[src/rtl/bus_ctrl.sv]
// bus_ctrl: serves the core's single memory port from an external synchronous RAM or a small IO block.
// Optional feature macro: BUS_CYCLE_COUNTER_EN builds the 32-bit cycle counter readable at 0x8004.
module bus_ctrl #(
  parameter int RAM_AW = 13,
  parameter int GPIO_W = 8
) (
  input  logic              clk,
  input  logic              rst_n,
  input  logic              rd_en,
  input  logic              wr_en,
  input  logic [15:0]       addr,
  input  logic [31:0]       wr_data,
  output logic [31:0]       rd_data,
  output logic              rd_valid,
  output logic [RAM_AW-1:0] ram_addr,
  output logic              ram_we,
  output logic [31:0]       ram_wdata,
  input  logic [31:0]       ram_rdata,
  output logic [GPIO_W-1:0] gpio
);

  localparam logic [13:0] GPIO_WA = 14'h2000;
  localparam logic [13:0] CNT_WA  = 14'h2001;
  localparam logic [13:0] STAT_WA = 14'h2002;

  typedef enum logic [1:0] {IDLE, RD_ADDR, RD_DATA} state_e;

  state_e            state_q, state_d;
  logic [13:0]       rdWa_q, rdWa_d;
  logic [31:0]       rdData_q, rdData_d;
  logic              rdValid_q, rdValid_d;
  logic [RAM_AW-1:0] ramAddr_q, ramAddr_d;
  logic              ramWe_q, ramWe_d;
  logic [31:0]       ramWdata_q, ramWdata_d;
  logic [GPIO_W-1:0] gpio_q, gpio_d;
  logic              err_q, err_d;

  logic [13:0] reqWa;
  logic        busy, reqRam, reqX0;
  logic        rdAccept, ramWr, ioWr, errSet, errClr;
  logic [31:0] cycleCnt, ioRdata, rdMux;
  logic [1:0]  unusedAddrLsb;

  assign unusedAddrLsb = addr[1:0];

  assign reqWa  = addr[15:2];
  assign reqRam = ~addr[15];
  assign reqX0  = (reqWa == 14'd0);
  assign busy   = (state_q != IDLE);

  // A read is only taken from IDLE and never alongside a write; RAM writes
  // must not disturb the address a pending read has put on the RAM.
  assign rdAccept = rd_en & ~wr_en & ~busy;
  assign ramWr    = wr_en & reqRam & ~reqX0 & ~busy;
  assign ioWr     = wr_en & ~reqRam;
  assign errSet   = (rd_en & wr_en & ~busy) | (busy & rd_en) | (busy & wr_en & reqRam);
  assign errClr   = ioWr & (reqWa == STAT_WA) & wr_data[0];

`ifdef BUS_CYCLE_COUNTER_EN
  logic [31:0] cycleCnt_q;

  always_ff @(posedge clk or negedge rst_n) begin
    if (!rst_n) begin
      cycleCnt_q <= '0;
    end else begin
      cycleCnt_q <= cycleCnt_q + 32'd1;
    end
  end

  assign cycleCnt = cycleCnt_q;
`else
  assign cycleCnt = '0;
`endif

  always_comb begin
    ioRdata = '0;
    case (rdWa_q)
      GPIO_WA: ioRdata = 32'(gpio_q);
      CNT_WA:  ioRdata = cycleCnt;
      STAT_WA: ioRdata = {31'd0, err_q};
      default: ioRdata = '0;
    endcase
    if (rdWa_q[13]) begin
      rdMux = ioRdata;
    end else if (rdWa_q == 14'd0) begin
      rdMux = '0;
    end else begin
      rdMux = ram_rdata;
    end
  end

  always_comb begin
    state_d    = state_q;
    rdWa_d     = rdWa_q;
    rdData_d   = rdData_q;
    rdValid_d  = 1'b0;
    ramAddr_d  = ramAddr_q;
    ramWe_d    = ramWr;
    ramWdata_d = ramWdata_q;
    gpio_d     = gpio_q;
    err_d      = err_q;

    case (state_q)
      IDLE: begin
        if (rdAccept) begin
          rdWa_d  = reqWa;
          state_d = RD_ADDR;
        end
      end
      RD_ADDR: state_d = RD_DATA;
      RD_DATA: begin
        rdData_d  = rdMux;
        rdValid_d = 1'b1;
        state_d   = IDLE;
      end
      default: state_d = IDLE;
    endcase

    if (rdAccept || ramWr) begin
      ramAddr_d = addr[RAM_AW+1:2];
    end
    if (ramWr) begin
      ramWdata_d = wr_data;
    end
    if (ioWr && (reqWa == GPIO_WA)) begin
      gpio_d = wr_data[GPIO_W-1:0];
    end

    // A new error in the same cycle as a clearing write stays visible.
    if (errSet) begin
      err_d = 1'b1;
    end else if (errClr) begin
      err_d = 1'b0;
    end
  end

  always_ff @(posedge clk or negedge rst_n) begin
    if (!rst_n) begin
      state_q    <= IDLE;
      rdWa_q     <= '0;
      rdData_q   <= '0;
      rdValid_q  <= 1'b0;
      ramAddr_q  <= '0;
      ramWe_q    <= 1'b0;
      ramWdata_q <= '0;
      gpio_q     <= '0;
      err_q      <= 1'b0;
    end else begin
      state_q    <= state_d;
      rdWa_q     <= rdWa_d;
      rdData_q   <= rdData_d;
      rdValid_q  <= rdValid_d;
      ramAddr_q  <= ramAddr_d;
      ramWe_q    <= ramWe_d;
      ramWdata_q <= ramWdata_d;
      gpio_q     <= gpio_d;
      err_q      <= err_d;
    end
  end

  assign rd_data   = rdData_q;
  assign rd_valid  = rdValid_q;
  assign ram_addr  = ramAddr_q;
  assign ram_we    = ramWe_q;
  assign ram_wdata = ramWdata_q;
  assign gpio      = gpio_q;

endmodule
[config.mk]
export PLATFORM = sky130hd
export DESIGN_NAME = bus_ctrl
export DESIGN_NICKNAME = d
export VERILOG_FILES = /design/src/rtl/bus_ctrl.sv
export SDC_FILE = /design/constraint.sdc
export NUM_CORES = 1
export LEC_CHECK = 0
export ABC_AREA = 1
export CORE_MARGIN = 5
export CORE_UTILIZATION = 47
export DETAILED_ROUTE_END_ITERATION = 10
export PLACE_DENSITY_LB_ADDON = 0.05
export SLEW_MARGIN = 20
export SYNTH_ARGS = -nofsm -noshare
export SYNTH_HDL_FRONTEND = slang
export SYNTH_SLANG_ARGS = --single-unit
[constraint.sdc]
create_clock -name clk -period 3.9 [get_ports clk]
set_input_delay 1.17 -clock clk [delete_from_list [all_inputs] [get_ports clk]]
set_output_delay 1.17 -clock clk [all_outputs]
set_load 0.01 [all_outputs]
==> results.cfg, run 1 <==
[final_layout]
antenna_cells = 0
postLayoutCellArea_sq_mm = 0.00634
drive_gt1_frac = 0.0454
area_delta_synth_final_pct = 45.0
final_nets = 762
stdcell_count = 794

[synthesis]
synthDistinctLibCells = 19
yosysSeqAreaShare = 0.595
async_flop_share = 1.00
synth_top_cell_by_area = dfrtp_1
syn_area_per_cell_sq_um = 8.45
synth_fp_nets = 602
synth-main-ff-cell = dfrtp_1
netlist_instances = 518
syn_area_sq_mm = 0.00438
synth_seq_cells = 104
synth_top_cells_by_count = nand2_1, dfrtp_1, nand3_1
synth_area_leaders = dfrtp_1, nand2_1, nand3_1
synth_top_cell_area_share = 0.595
post-synth-top-count-cell = nand2_1
synth_edf_count = 0
ys_warn_count = 0

[placement]
postPlaceCellArea_sq_mm = 0.00610
gp_congestion = 0.827
place_ws_ns = 0.601
dp_cells = 778
io_buffers = 168
dp_hpwl_um = 8520

[clocking]
cts_resized = 0
cts_made_buffers = 9
cts_htree_levels = 3
cts_root_buffer = clkbuf_8
postCtsSetupRepairBufs = 0
ctsHoldBuffers = 0
insertion_delay_ns = 0.36
cts_tree = built
clk_pin_slew_ns = 0.09
clockBufferDepth = 2
clkSinkCount = 104

[power]
p_clk_frac = 0.258
ir_drop_mv = 0.289
p_sw_frac = 0.291
leakagePower_nw = 3.10
p_seq_frac = 0.450
switchingPower_mw = 0.905
pwr-share-comb = 0.292
p_int_mw = 2.21
power_density_mw_per_mm2 = 491

[sta]
slew_violations = 0
fin_skew_ns = 0.0148
setup_ws_ns = 0.999
setup_tns_ns = 0
relSlewSlack = 0.305
rsz0062_at_grt = false
fmax_mhz = 345
setup_violations = 0
finalHoldViolations = 0
period_minus_slack_ns = 2.90
whs_ns = 0.484
tightest_slew_ns = 1.04
finalCritPeriodShare = 0.744

[route]
dr.pass1.iters = 5
wire_per_inst_um = 15.1
vias = 3999
ant_nets = 0
drc_errors = 0
drt_iter0_markers = 220
viasPerCell = 5.04
wl_um = 12000

[critical_path]
cp.required_ns = 4.15
crit_path_start_kind = input port
cp.arrival_ns = 3.15
worstSetupPathType = input port to flop
worstPathMaxFanout = 46
crit_path_end_kind = flop

[status]
status = completed

[floorplanning]
die_w_um = 106
io_pins = 171
row_count = 35
initial_core_util = 0.478
fp.dieH_um = 106
coreArea_sq_mm = 0.00915
die_area_sq_mm = 0.0113

[run]
max_cap_viol_count = 0

[global_route]
grt_pass1_vias = 3953
grt_max_degree = 57
overflow = 0
gr-usage-all-layers = 0.216
grt_pass1_wl_um = 19700
antenna_found_initial = 0

[worst_hold_path]
hold_class = flop to flop
==> worst max-delay path: stages <==
cell             delay (ns)
clkdlybuf4s50_1        0.45
nor2_1                 0.12
nand3_1                0.16
nor2_4                 0.27
nand2_1                0.10
nand2_2                0.07
buf_4                  0.41
nand2_4                0.20
nand2_1                0.11
nand2_1                0.06
==> metal layers <==
layer / part of all wire / vias to the layer above / routed length (um) / GRT usage
met4: 0.025 / 0 / 296 / 0.0795
met5: 0 / - / 0 / 0
li1: - / 1955 / - / -
met1: 0.43 / 1890 / 5100 / 0.278
met3: 0.061 / 20 / 730 / 0.0455
met2: 0.49 / 134 / 5870 / 0.362
==> power groups by stage <==
stage | registers (mW) | clock network [mW] | logic, mW
floorplan | 1.50 | 0 | 0.281
global placement | 1.41 | 0 | 0.903
detailed placement | 1.42 | 0 | 0.920
CTS | 1.40 | 0.823 | 0.926
global route | 1.43 | 0.872 | 0.993
finish | 1.40 | 0.804 | 0.910
==> cell type report <==
cell class              count  area (sq um)
clock buffers               9           124
clock inverters             7           119
fillers                   745          2810
inverters                  21          78.8
multi-input cells         367          1550
flip-flops and latches    104          2600
well taps                 111           139
repair buffers            175          1730
==> logic make-up after synthesis <==
kind of cell	synth area share
AO/OA/AOI/OAI	0.0400
buffers and inverters	0.0512
flip-flops	0.595
AND/OR/NAND/NOR	0.314
==> state kept, by name (all words and copies together), names as in the netlist <==
register and cells:
ram_addr 13, state_q 2, ram_wdata 32, err_q 1, rdWa_q 14, gpio 8, rd_valid 1, ram_we 1
rd_data 32
==> worst paths after layout <==
check                             start           end  slack [ns]  depth (start not counted)
setup / recovery                addr[6]  ram_addr[11]         1.0                         10
hold / removal             ram_wdata[1]  ram_wdata[1]        0.48                          2
setup reg to reg             rdWa_q[13]    rd_data[7]        1.58                          9
hold reg to reg            ram_wdata[1]  ram_wdata[1]        0.48                          2
max in group asynchronous         rst_n   ram_addr[0]        2.19                          2
min in group asynchronous         rst_n  ram_wdata[5]        0.83                          1
==> stage by stage <==
stage               power [mW]  utilization
floorplan                 1.78            -
global placement          2.32        0.667
detailed placement        2.34        0.667
CTS                       3.15        0.693
global route              3.30        0.693
finish                    3.12        0.693
==> layout by cell type (no fill, tap or decap) <==
cell and instances:
nand2_1 237, clkdlybuf4s50_1 167, dfrtp_1 104, nand3_1 67, o21ai_0 34, inv_1 21
nor2_1 15, clkbuf_8 9, buf_4 8, nor2_2 3, nor3_1 3, bufinv_16 3
nand4_1 2, clkinvlp_4 2, nand3_2 1, nor2_4 1, nand2_2 1, nand2_4 1
nand3b_1 1, a21oi_1 1, inv_6 1, clkinv_2 1
(Power assumes the default switching activity.)
==> inputs of run 2 (changes only) <==
CORE_UTILIZATION = 44   (was 47)
clock period = 2.8 ns   (was 3.9 ns; I/O delays follow)
==> run 2 against run 1 <==
  * Register-to-register slack lost 0.64 ns
  * Critical path depth is the same
  * Flip-flop and latch count is the same
  * Sequential share of layout area shrank 0.11 points
  * Wire length shrank 2.1%
  * Via count shrank 0.78%
  * Sequential power grew 39%
  * First-iteration DRC count grew 32%
==> results.cfg, run 2 (same netlist as run 1, synthesis figures left out) <==
[final_layout]
final_common_cell = nand2_1
stdcell_count = 819
register_area_sq_mm = 0.00260
fill_cells = 872
multiInputGateArea_sq_mm = 0.00155
final_nets = 765
fin_util = 0.654
drive_gt1_frac = 0.0481
final_cell_mix = nand2_1, clkdlybuf4s50_1, dfrtp_1, nand3_1, o21ai_0
area_delta_synth_final_pct = 45.4
antenna_cells = 0

[floorplanning]
row_count = 36
die_w_um = 110
coreArea_sq_mm = 0.00973
io_pins = 171
initial_core_util = 0.450
die_area_sq_mm = 0.0120
fp.dieH_um = 110

[power]
power_density_mw_per_mm2 = 653
leakagePower_nw = 3.10
ir_drop_mv = 0.305
power_mw = 4.15

[clocking]
postCtsSetupRepairBufs = 0
clockBufferDepth = 2
clkSinkCount = 104
insertion_delay_ns = 0.36
ctsHoldBuffers = 0
clk_pin_slew_ns = 0.09
cts_htree_levels = 3
cts_tree = built
cts_resized = 0
cts_root_buffer = clkbuf_8
cts_made_buffers = 9

[critical_path]
crit_chain = clkdlybuf4s50_1, nor2_1, nand3_1, nor2_4, nand2_1, nand2_2, buf_4, nand2_4, nand2_1, nand2_1
critPathTopFamily = simple AND/OR/NAND/NOR gates
worstPathMaxFanout = 16
critPathBufInv = 2
crit_path_end_kind = flop
cp.arrival_ns = 2.52
cp-startpoint = addr[6]
crit_path_start_kind = input port
r2r-start = rdWa_q[13]
slowest_stage = clkdlybuf4s50_1
cp.required_ns = 3.05
crit_top_cell = nand2_1
worstSetupPathType = input port to flop
crit_path_max_incr_delay_ns = 0.45

[global_route]
grt_pass1_wl_um = 18800
overflow = 0
antenna_found_initial = 0
grt_max_degree = 105
gr-usage-all-layers = 0.200
grt_pass1_vias = 3856

[route]
viasPerCell = 4.84
ant_nets = 0
dr.pass1.iters = 4
wire_per_inst_um = 14.3
wl_um = 11700
drt_iter0_markers = 290
drc_errors = 0
vias = 3968

[sta]
setup_tns_ns = 0
finalCritPeriodShare = 0.809
slew_violations = 0
fin_skew_ns = 0.00805
setup_violations = 0
rsz0062_at_grt = false
relSlewSlack = 0.616
fmax_mhz = 441
finalHoldViolations = 0
tightest_slew_ns = 0.577
whs_ns = 0.482
period_minus_slack_ns = 2.27

[worst_hold_path]
hold_class = flop to flop
hp-start = state_q[1]

[placement]
gp_congestion = 0.847
dp_cells = 803
io_buffers = 168
dp_hpwl_um = 8400

[status]
status = completed

[run]
max_cap_viol_count = 0
[run 2: cell types whose count changed in the layout (fill, tap and decap cells not counted)]
cell / change
clkinv_2: +1
buf_12: +1
clkbuf_1: +1
inv_6: -1
clkinvlp_4: -1
bufinv_16: -2
clkinv_4: +1
buf_4: +2
clkbuf_8: +1
[run 2: cell type report]
cell class,instances,area share
tap,133,0.0262
multi-input combinational,367,0.244
inverter,21,0.0124
clock buffer,11,0.0222
clock inverter,5,0.00885
timing repair buffer,178,0.278
sequential,104,0.409
[run 2: metal layers]
metal	share of wire	vias to the layer above	global-route usage
met3	0.065	11	0.0405
met1	0.43	1904	0.266
li1	-	1957	-
met2	0.49	96	0.325
met5	0	-	0
met4	0.015	0	0.0703
[run 2: path summary, 6_finish.rpt]
path | to | slack (ns) | depth (start not counted)
setup / recovery | ram_addr[11] | 0.53 | 10
hold / removal | state_q[1] | 0.48 | 1
setup reg to reg | rd_data[6] | 0.94 | 10
hold reg to reg | state_q[1] | 0.48 | 1
max in group asynchronous | rd_data[17] | 1.84 | 2
min in group asynchronous | rd_data[28] | 0.51 | 2
[run 2: report_power, final]
part | internal (mW) | switching (mW)
clock | 0.437 | 0.501
sequential | 1.79 | 0.160
combinational | 0.695 | 0.571
[run 2: metrics by stage]
step / setup slack, ns / area [sq um]
global route: 0.380 / 6360
floorplan: 0.894 / 4380
global placement: 0.206 / 6160
finish: 0.535 / 6360
detailed placement: 0.132 / 6160
CTS: 0.526 / 6360
==> inputs of run 3 (changes only) <==
CORE_UTILIZATION = 39   (was 44)
clock period = 1.9 ns   (was 2.8 ns; I/O delays follow)
==> run 3 against run 2 <==
  * Via count grew 0.20%
  * Worst hold slack lost 0.30 ns
  * Worst setup slack worse by 0.49 ns
  * Power is 56% higher
  * Global-route usage fell by 1.8 points
  * First-iteration DRC count is 33% lower
  * Largest cell class unchanged
==> results.cfg, run 3 (same netlist as run 1, synthesis figures left out) <==
[sta]
fin_skew_ns = 0.00787
relSlewSlack = 0.677
finalHoldViolations = 0
fmax_mhz = 539
period_minus_slack_ns = 1.86
setup_violations = 0
setup_tns_ns = 0
tightest_slew_ns = 0.485
rsz0062_at_grt = false
finalCritPeriodShare = 0.977
slew_violations = 0

[route]
viasPerCell = 4.68
vias = 3976
wire_per_inst_um = 14.0
ant_nets = 0
drc_errors = 0
drt_iter0_markers = 195
dr.pass1.iters = 4
wl_um = 11900

[critical_path]
endpoint = gpio[7]
cp-startpoint = gpio[7]
worstSetupPathType = flop to output port
r2r_slack_ns = 0.34
critPathTopFamily = buffers and inverters
r2r-end = rd_data[11]
critPathBufInv = 1
cp.depth = 1
slowest_stage = clkdlybuf4s50_1
cp.arrival_ns = 1.29
crit_chain = clkdlybuf4s50_1
crit_path_end_kind = output port
reg2reg_depth = 7
cp.required_ns = 1.33
worstPathMaxFanout = 3
crit_path_start_kind = flop
crit_path_max_incr_delay_ns = 0.57
r2r-start = rdWa_q[13]

[floorplanning]
initial_core_util = 0.400
row_count = 38
die_area_sq_mm = 0.0134
fp.dieH_um = 116
die_w_um = 116
io_pins = 171
coreArea_sq_mm = 0.0109

[power]
ir_drop_mv = 0.545
power_density_mw_per_mm2 = 975
leakagePower_nw = 3.33

[clocking]
cts_htree_levels = 3
cts_made_buffers = 9
cts_root_buffer = clkbuf_16
clkSinkCount = 104
insertion_delay_ns = 0.33
clockBufferDepth = 2
cts_tree = built
ctsHoldBuffers = 0
postCtsSetupRepairBufs = 0
clk_pin_slew_ns = 0.07

[global_route]
grtUsageMet1 = 0.248
met3_usage = 0.0319
gr-usage-all-layers = 0.182
grt-busiest-layer = met2
grt_max_degree = 57
met2_usage = 0.297
overflow = 0
antenna_found_initial = 0
grt_pass1_wl_um = 19500
grt_pass1_vias = 3964

[worst_hold_path]
hold_class = input port to asynchronous set/reset pin

[placement]
io_buffers = 168
gp_congestion = 0.797
dp_hpwl_um = 8810

[status]
status = completed

[final_layout]
final_nets = 789
final_cell_mix = nand2_1, clkdlybuf4s50_1, dfrtp_1, nand3_1, o21ai_0
drive_gt1_frac = 0.0803
final_common_cell = nand2_1
register_area_sq_mm = 0.00260
fill_cells = 981
multiInputGateArea_sq_mm = 0.00155
fin_util = 0.609
area_delta_synth_final_pct = 52.3
antenna_cells = 0

[run]
max_cap_viol_count = 0
## run 3: changes by cell type in the layout (fill, tap and decap cells not counted), sizes merged
cell,change
clkbuf,-1
clkdlybuf4s50,-6
inv,+2
dlymetal6s2s,+3
clkinvlp,+1
buf,+24
clkinv,-1
bufinv,-1
dlygate4sd2,+3
## run 3: worst reg2reg max path: stages, from the launching register on
cell     delay (ns)
dfrtp_1        0.55
inv_1          0.10
nand2_1        0.08
nor2_1         0.04
nand2_1        0.06
buf_4          0.31
nand3_1        0.11
o21ai_0        0.22
## run 3: metrics by stage
stage,setup WS [ns],area (sq um),std cells,power (mW),hold WS (ns)
6_report,0.0446,6670,850,6.50,0.186
2_1_floorplan,0.264,4380,518,3.65,0.274
3_3_place_gp,-0.192,6390,834,4.81,0.460
5_1_grt,0.00165,6670,850,6.91,0.215
4_1_cts,0.00445,6660,850,6.60,0.196
3_5_place_dp,-0.244,6390,834,4.85,0.464
## run 3: layout make-up
class,count,area share
flip-flops and latches,104,0.390
well taps,140,0.0263
multi-input cells,367,0.232
repair buffers,202,0.298
clock buffers,10,0.0344
clock inverters,6,0.00638
inverters,21,0.0118
## run 3: worst min-delay path by stage
| stage | endpoint | slack [ns] | cells past startpoint | start |
|---|---|---|---|---|
| final | rd_data[15] | 0.19 | 1 | rst_n |
| after global routing | rd_data[15] | 0.22 | 1 | rst_n |
| after CTS | rd_data[15] | 0.20 | 1 | rst_n |
| after detailed placement | ram_wdata[5] | 0.46 | 2 | ram_wdata[5] |
| after global placement | state_q[1] | 0.46 | 1 | state_q[1] |
| after floorplan | err_q | 0.27 | 0 | rst_n |
## run 3: power breakdown
part           internal [mW]  switching, mW
sequential              2.64          0.240
combinational           1.06          0.836
clock                  0.895          0.825
## run 3: what timing repair did
item / CTS / global route
pin swaps: 0 / 0
gates resized for setup: 3 / 3
endpoints found under the hold margin: 0 / 0
setup endpoints to repair: 3 / 3
## run 3: layer usage
layer  wire length, um  share of wire  up-vias
met5                 0              0        -
met4               184          0.016        0
met3               600          0.051       14
met2              5680           0.48      104
met1              5400           0.45     1842
li1                  -              -     2016
==> variant, RTL diff (settings of run 1) <==
The 3 states of `state_e` get a one-hot encoding in 3 bits.
--- a/src/rtl/bus_ctrl.sv
+++ b/src/rtl/bus_ctrl.sv
@@ -23,7 +23,7 @@
   localparam logic [13:0] CNT_WA  = 14'h2001;
   localparam logic [13:0] STAT_WA = 14'h2002;
 
-  typedef enum logic [1:0] {IDLE, RD_ADDR, RD_DATA} state_e;
+  typedef enum logic [2:0] {IDLE = 3'b001, RD_ADDR = 3'b010, RD_DATA = 3'b100} state_e;
 
   state_e            state_q, state_d;
   logic [13:0]       rdWa_q, rdWa_d;
Check against the original RTL: same outputs for any inputs over 10 cycles, from zero or initial values and one cycle with rst_n low; not proved beyond that.
==> variant against run 1 <==
Synthesized cell count up 0.58%; sequential cell count up 1; power down 0.67%; worst setup slack better by 26 ps; wire length down 0.95%; largest power group unchanged; synthesized area up 1.1%; sequential power up 3%; cell area down 0.18%.
==> variant: results (changes against run 1) <==
run_status:
  status: "finished clean"
global_route:
  grtUsageMet2: 0.324  # -0.0385
  grt_usage: 0.211  # -0.00570
  grt_pass1_vias: 3957  # +0.10%
  grt_pass1_wl_mm: 19.3  # -1.8%
  met1_usage: 0.275  # -0.00297
  global_route.usage.met3: 0.0759  # +0.0303
routing:
  wl_per_cell_um: 14.9  # -1.2%
  viasPerCell: 5.02  # -0.33%
  wl_met3_mm: 1.18  # +62%
  route.met2.wl_mm: 5.33  # -9.2%
  wl_met1_mm: 5.15  # +1.0%
  drt_iter0_drc: 151  # -31%
timing:
  relSlewSlack: 0.316  # +0.0113
  hold_slack_ps: 464  # -20.1 ps
  fin_crit_ps: 2880  # -25.6 ps
  clock_skew_ps: 13.4  # -1.39 ps
yosys:
  ys_seq_area_frac: 0.594  # -0.000621
  syn_inst: 521  # +0.58%
  synth_cell_type_count: 20  # +1
  synth_common_cells: "236 x nand2_1, 104 x dfrtp_1, 68 x nand3_1, 34 x o21ai_0, 22 x inv_1"
  syn_nets: 605  # +0.50%
  synth_area_leaders: "dfrtp_1 59%, nand2_1 20%, nand3_1 7.7%"
worst_setup_path:
  startpoint: "addr[5]"
  max_stage_delay_ps: 480  # +30 ps
  worstReg2RegStart: "rdWa_q[5]"
  crit_arrival_ps: 3130  # -20 ps
  crit_end: "ram_addr[1]"
  rr_worst_depth: 8  # -1
  r2r_slack_ps: 1760  # +180 ps
  r2r_end: "rd_data[0]"
power_and_ir_drop:
  power.total_mw: 3.09  # -0.67%
  internal-power_mw: 2.15  # -2.8%
  p_leak_nw: 3.10  # about the same
  p_clk_mw: 0.680  # -15%
  irDropWorstVdd_v: 0.000256  # -11%
  p_seq_frac: 0.466  # +0.016
final_layout:
  multi_input_area_um2: 1560  # +0.81%
  layout.nets: 764  # +0.26%
  nFillCells: 773  # +3.8%
  stdcell_count: 796  # +0.25%
cts:
  cts_setup_buffers: 0  # unchanged
  root_buffer: "clkbuf_8"
  clock_path_buffers: 2  # unchanged
placement:
  place_area_um2: 6140  # +0.57%
  place_ws_ps: 627  # +26.3 ps
  place_congestion: 0.838  # +1.3%
  dp_hpwl_mm: 8.63  # +1.4%
  placedCellCount: 780  # +0.26%
worst_hold_path:
  min_path_cells: 1  # -1
-- variant: how the worst min path moves through the flow --
| stage | from | endpoint |
|---|---|---|
| final | state_q[2] | state_q[2] |
| after floorplan | state_q[2] | state_q[2] |
| after global placement | state_q[2] | state_q[2] |
| after global routing | state_q[2] | state_q[2] |
| after detailed placement | state_q[2] | state_q[2] |
| after CTS | state_q[2] | state_q[2] |
-- variant: kinds of logic (layout without fill, tap and decap cells) --
| kind of cell | count (synthesis) | after routing | share of synthesized area |
|---|---|---|---|
| AND/OR/NAND/NOR | 332 | 332 | 0.312 |
| buffers and inverters | 48 | 212 | 0.0529 |
| AO/OA/AOI/OAI | 36 | 36 | 0.0407 |
| flip-flops | 105 | 105 | 0.594 |
-- variant: area by class of cell --
type,count,share of cell area
repair buffers,174,0.272
clock buffers,11,0.0207
clock inverters,5,0.0103
flip-flops and latches,105,0.415
multi-input cells,368,0.247
inverters,22,0.0130
well taps,111,0.0219
